File: src/rtl/pipe_hazard_ctrl.sv
// Stall, flush and EX-forwarding control for a 5-stage MIPS pipeline, driven by
// a shadow scoreboard of the EX, MEM and WB slots, plus performance counters.
module pipe_hazard_ctrl #(
    parameter int REG_AW       = 5,
    parameter int CNT_W        = 32,
    parameter int BRANCH_STAGE = 3,
    parameter int FWD_EN       = 1
) (
    input  logic              clk,
    input  logic              rst_n,
    input  logic              in_id_valid,
    input  logic [REG_AW-1:0] in_id_rs,
    input  logic [REG_AW-1:0] in_id_rt,
    input  logic              in_id_uses_rs,
    input  logic              in_id_uses_rt,
    input  logic              in_id_regwrite,
    input  logic              in_id_memread,
    input  logic [REG_AW-1:0] in_id_dst,
    input  logic              in_branch_taken,
    input  logic              in_cnt_clear,
    output logic              out_pc_write,
    output logic              out_ifid_write,
    output logic              out_flush_ifid,
    output logic              out_flush_idex,
    output logic              out_flush_exmem,
    output logic [1:0]        out_fwd_a,
    output logic [1:0]        out_fwd_b,
    output logic [CNT_W-1:0]  out_cycle_cnt,
    output logic [CNT_W-1:0]  out_retire_cnt,
    output logic [CNT_W-1:0]  out_stall_cnt,
    output logic [CNT_W-1:0]  out_flush_cnt
);

    localparam logic [CNT_W-1:0] CNT_ONE = CNT_W'(1);

    typedef struct packed {
        logic              valid;
        logic              regwrite;
        logic              memread;
        logic [REG_AW-1:0] dst;
        logic [REG_AW-1:0] rs;
        logic [REG_AW-1:0] rt;
        logic              uses_rs;
        logic              uses_rt;
    } ex_slot_t;

    // MEM and WB are only ever consulted as writers, so they keep writer info only.
    typedef struct packed {
        logic              valid;
        logic              regwrite;
        logic [REG_AW-1:0] dst;
    } wr_slot_t;

    ex_slot_t ex_reg, ex_next;
    wr_slot_t mem_reg, mem_next;
    wr_slot_t wb_reg;

    logic [CNT_W-1:0] cycle_cnt_reg, retire_cnt_reg, stall_cnt_reg, flush_cnt_reg;

    logic ex_hit, mem_hit, hazard, br_slot_valid, br, stall;
    logic flush_idex, flush_exmem;
    logic [1:0] fwd_a, fwd_b;

    function automatic logic writes(input logic valid, input logic regwrite,
                                    input logic [REG_AW-1:0] dst,
                                    input logic [REG_AW-1:0] r);
        return valid && regwrite && (dst != '0) && (dst == r);
    endfunction

    assign ex_hit  = (in_id_uses_rs && writes(ex_reg.valid, ex_reg.regwrite, ex_reg.dst, in_id_rs)) ||
                     (in_id_uses_rt && writes(ex_reg.valid, ex_reg.regwrite, ex_reg.dst, in_id_rt));
    assign mem_hit = (in_id_uses_rs && writes(mem_reg.valid, mem_reg.regwrite, mem_reg.dst, in_id_rs)) ||
                     (in_id_uses_rt && writes(mem_reg.valid, mem_reg.regwrite, mem_reg.dst, in_id_rt));

    // With forwarding only a load in EX cannot be bypassed in time.
    assign hazard = in_id_valid &&
                    ((FWD_EN != 0) ? (ex_reg.memread && ex_hit) : (ex_hit || mem_hit));

    assign br_slot_valid = (BRANCH_STAGE == 2) ? ex_reg.valid : mem_reg.valid;
    assign br            = in_branch_taken && br_slot_valid;
    assign stall         = hazard && !br;
    assign flush_idex    = stall || br;
    assign flush_exmem   = br && (BRANCH_STAGE == 3);

    always_comb begin
        fwd_a = 2'b00;
        fwd_b = 2'b00;
        if ((FWD_EN != 0) && ex_reg.valid) begin
            if (ex_reg.uses_rs && writes(mem_reg.valid, mem_reg.regwrite, mem_reg.dst, ex_reg.rs))
                fwd_a = 2'b10;
            else if (ex_reg.uses_rs && writes(wb_reg.valid, wb_reg.regwrite, wb_reg.dst, ex_reg.rs))
                fwd_a = 2'b01;
            if (ex_reg.uses_rt && writes(mem_reg.valid, mem_reg.regwrite, mem_reg.dst, ex_reg.rt))
                fwd_b = 2'b10;
            else if (ex_reg.uses_rt && writes(wb_reg.valid, wb_reg.regwrite, wb_reg.dst, ex_reg.rt))
                fwd_b = 2'b01;
        end
    end

    always_comb begin
        ex_next          = '0;
        ex_next.valid    = in_id_valid && !flush_idex;
        ex_next.regwrite = in_id_regwrite;
        ex_next.memread  = in_id_memread;
        ex_next.dst      = in_id_dst;
        ex_next.rs       = in_id_rs;
        ex_next.rt       = in_id_rt;
        ex_next.uses_rs  = in_id_uses_rs;
        ex_next.uses_rt  = in_id_uses_rt;
        mem_next         = '0;
        if (!flush_exmem) begin
            mem_next.valid    = ex_reg.valid;
            mem_next.regwrite = ex_reg.regwrite;
            mem_next.dst      = ex_reg.dst;
        end
    end

    always_ff @(posedge clk or negedge rst_n) begin
        if (!rst_n) begin
            ex_reg  <= '0;
            mem_reg <= '0;
            wb_reg  <= '0;
        end else begin
            ex_reg  <= ex_next;
            mem_reg <= mem_next;
            wb_reg  <= mem_reg;
        end
    end

    always_ff @(posedge clk or negedge rst_n) begin
        if (!rst_n) begin
            cycle_cnt_reg  <= '0;
            retire_cnt_reg <= '0;
            stall_cnt_reg  <= '0;
            flush_cnt_reg  <= '0;
        end else if (in_cnt_clear) begin
            cycle_cnt_reg  <= '0;
            retire_cnt_reg <= '0;
            stall_cnt_reg  <= '0;
            flush_cnt_reg  <= '0;
        end else begin
            cycle_cnt_reg <= cycle_cnt_reg + CNT_ONE;
            if (wb_reg.valid) retire_cnt_reg <= retire_cnt_reg + CNT_ONE;
            if (stall)        stall_cnt_reg  <= stall_cnt_reg + CNT_ONE;
            if (br)           flush_cnt_reg  <= flush_cnt_reg + CNT_ONE;
        end
    end

    assign out_pc_write    = !stall;
    assign out_ifid_write  = !stall;
    assign out_flush_ifid  = br;
    assign out_flush_idex  = flush_idex;
    assign out_flush_exmem = flush_exmem;
    assign out_fwd_a       = fwd_a;
    assign out_fwd_b       = fwd_b;
    assign out_cycle_cnt   = cycle_cnt_reg;
    assign out_retire_cnt  = retire_cnt_reg;
    assign out_stall_cnt   = stall_cnt_reg;
    assign out_flush_cnt   = flush_cnt_reg;

endmodule
File: config.mk
export PLATFORM = sky130hd
export DESIGN_NAME = pipe_hazard_ctrl
export DESIGN_NICKNAME = d
export VERILOG_FILES = /design/src/rtl/pipe_hazard_ctrl.sv
export SDC_FILE = /design/constraint.sdc
export NUM_CORES = 1
export LEC_CHECK = 0
export ABC_AREA = 1
export CAP_MARGIN = 20
export CORE_UTILIZATION = 30
export DETAILED_ROUTE_END_ITERATION = 16
export PLACE_DENSITY_LB_ADDON = 0.15
export SETUP_SLACK_MARGIN = 0.02
export SYNTH_ARGS = -nofsm -noshare
export SYNTH_HDL_FRONTEND = slang
export SYNTH_SLANG_ARGS = --single-unit
File: constraint.sdc
create_clock -name clk -period 4.2 [get_ports clk]
set_input_delay 0.84 -clock clk [delete_from_list [all_inputs] [get_ports clk]]
set_output_delay 0.84 -clock clk [all_outputs]
set_load 0.05 [all_outputs]
==> out/qor.txt <==
Syn nets: 1420
Initial antenna violation count: 0
CTS tree: done
Vias in the first global route: 8754
Mapped Cells: 1392
Area leader, netlist: dfrtp_1
Max-Cap Viols: 0
Ys async rst share: 100%
Io pins: 161
PD cells: 286 mW/mm2
Fin crit share: 87.4%
Yosys warns: 0
# DRC: 10
Layout Cells excl Fill: 1959
Die height: 180 um
CP endpoint kind: primary output
Worst Path Class, Setup: primary input to primary output
Share of layout cells above drive strength 1: 4.22%
Tmin final: 3.67 ns
Synth cell count leaders: 445 x nand2_1, 265 x nor2_1, 162 x dfrtp_1
Initial core utilization: 30.7%
Antenna diode count: 0
Wire per inst: 14.7 um
CTS buffer count: 17
Total power: 3.45 mW
DP Worst Slack: 0.517 ns
Yosys cell types: 39
Worst-skew pair later-pin latency: 0.44 ns
Top cells by area, synth: dfrtp_1 43%, nand2_1 18%, nor2_1 11%, inv_1 6.1%, nand3_1 5.6%
Static leakage: 5.26 nW
Status: finished with violations
Post-place instance area: 0.0115 mm2
DR iter-0 viols: 477
CTS max path bufs: 2
DR pass1 iterations: 11
Total Nets Final: 1578
All-Layer GR Usage: 18.4%
Sequential element share of the synthesized area: 42.9%
Core ar.: 0.0308 mm2
Slew of the pin with the lowest slew margin: 0.814 ns
Largest net degree at the start of global routing: 78
First-pass GRT wire length: 47200 um
Clock-pin slew on the worst setup and hold paths: 0.08 ns
Final WS setup: 0.528 ns
Placed Cells: 1927
Post-synth EDFFs: 0
CP max FO: 3
GR Overflow Total: 0
Count leader, synth: nand2_1
Postcts setup bufs: 0
RD Place Congestion: 0.865
Slew margin rel.: 45.7%
Slowest stage cell, crit path: clkdlybuf4s50_1
Req. time, crit path: 3.36 ns
Final setup violation count: 0
RSZ-0062 raised after global routing: no
Final hold violation count: 0
Vias per Instance: 4.69
Cell area after layout: 0.0121 mm2
Syn Area/Cell: 6.79 um2
Fmax: 272 MHz
Filler cells: 3310
Number of synthesized register bits: 162
VDD IR max: 246 uV
Final Core Density: 39.2%
Post_cts resized: 0
Row cnt: 64
Layout area overhead: 27.9%
Crit path arrival time: 2.83 ns
CP max stage delay: 0.81 ns
CP Buf/Inv Count: 3
Setup TNS: 0 ns
Delay-heaviest family, CP: buffers and inverters
Post-CTS Hold Fix Bufs: 0
Total Die Area: 0.0322 mm2
Share of the synthesized area in the top cell type: 42.9%
Violated checks: design-rule violations
Die X: 180 um
Clock Skew: 0.0226 ns
CP cell instances: clkdlybuf4s50_1, inv_1, nand2_1, nand2_1, nor2_1, nand3_1, nand2_2, nand2_1, nand2_1, clkdlybuf4s50_1
Synth Flop Type: dfrtp_1
Port Buffers: 160
Max Slew Vio Count: 0
Crit path top cell by count: nand2_1
Mapped Area: 0.00945 mm2
Root Driver: clkbuf_16
Clock Sinks: 162
Vias post-DR: 9193
H-tree Lvls: 4
Post-Route WL: 28800 um
ANT nets after route: 0
Worst min-delay path category: flop to flop
Startpoint types: primary input
Hold slack: 0.401 ns
DP HPWL: 21600 um
==> path summary, 6_finish.rpt <==
kind / cells after the start / start / endpoint / slack (ns)
worst max-delay path: 10 / in_id_rt[3] / out_flush_idex / 0.53
worst min-delay path: 0 / mem_reg[5] / wb_reg[5] / 0.40
worst max register to register: 9 / ex_reg[13] / out_stall_cnt[22] / 1.96
worst min register to register: 0 / mem_reg[5] / wb_reg[5] / 0.40
max in group asynchronous: 2 / rst_n / out_flush_cnt[8] / 2.86
min in group asynchronous: 1 / rst_n / out_retire_cnt[26] / 0.41
==> worst reg2reg max path: stages (launching register included) <==
cell     delay, ns
dfrtp_1       0.40
inv_1         0.12
nand4_1       0.15
o21ai_1       0.14
inv_1         0.08
nand3_4       0.13
buf_4         0.38
nand2_2       0.46
nand2_1       0.20
nand2_1       0.06
==> cell usage in the layout, fill, tap and decap left out, drive strengths merged <==
cell type      count
a211oi             5
a21o               1
a21oi             35
a2bb2oi            1
a31oi              2
and3               7
buf                9
clkbuf            17
clkdlybuf4s50    158
clkinv             7
dfrtp            162
ha                 4
inv              167
nand2            448
nand3            107
nand3b             2
nand4             29
nor2             272
nor3              43
nor3b              2
nor4               3
o21a               4
o21ai             32
o21bai             1
o221ai             1
o22ai              2
or2                3
xnor2             18
xor2              21
==> report_power, final <==
part | total, mW | internal (mW) | switching (mW)
sequential | 1.62 | 1.58 | 0.0305
clock | 1.61 | 0.814 | 0.796
combinational | 0.227 | 0.0707 | 0.157
==> cells by family (layout without fill, tap and decap cells) <==
logic type      Yosys count  after routing  synth area share [%]
xor+xnor                 39             39                  3.61
simple gates            916            916                  40.4
fa+ha+maj                 4              4                 0.529
flops                   162            162                  42.9
buf+inv                 187            358                  7.74
compound gates           84             84                  4.87
==> routing by layer <==
metal	up-vias	track usage [%]	wire, um
li1	4724	-	-
met3	28	3.83	1380
met2	189	29.8	13000
met1	4252	24.9	14000
met5	-	0	0
met4	0	4.62	359
==> area by class of cell <==
type	instances	area, um2	area share [%]
sequential	162	4050	33.5
inverter	159	597	4.94
clock buffer	17	425	3.52
tap	396	495	4.10
multi-input combinational	1043	4670	38.6
timing repair buffer	167	1660	13.8
clock inverter	15	186	1.54
Note: power is estimated with default switching activity, not from simulation.
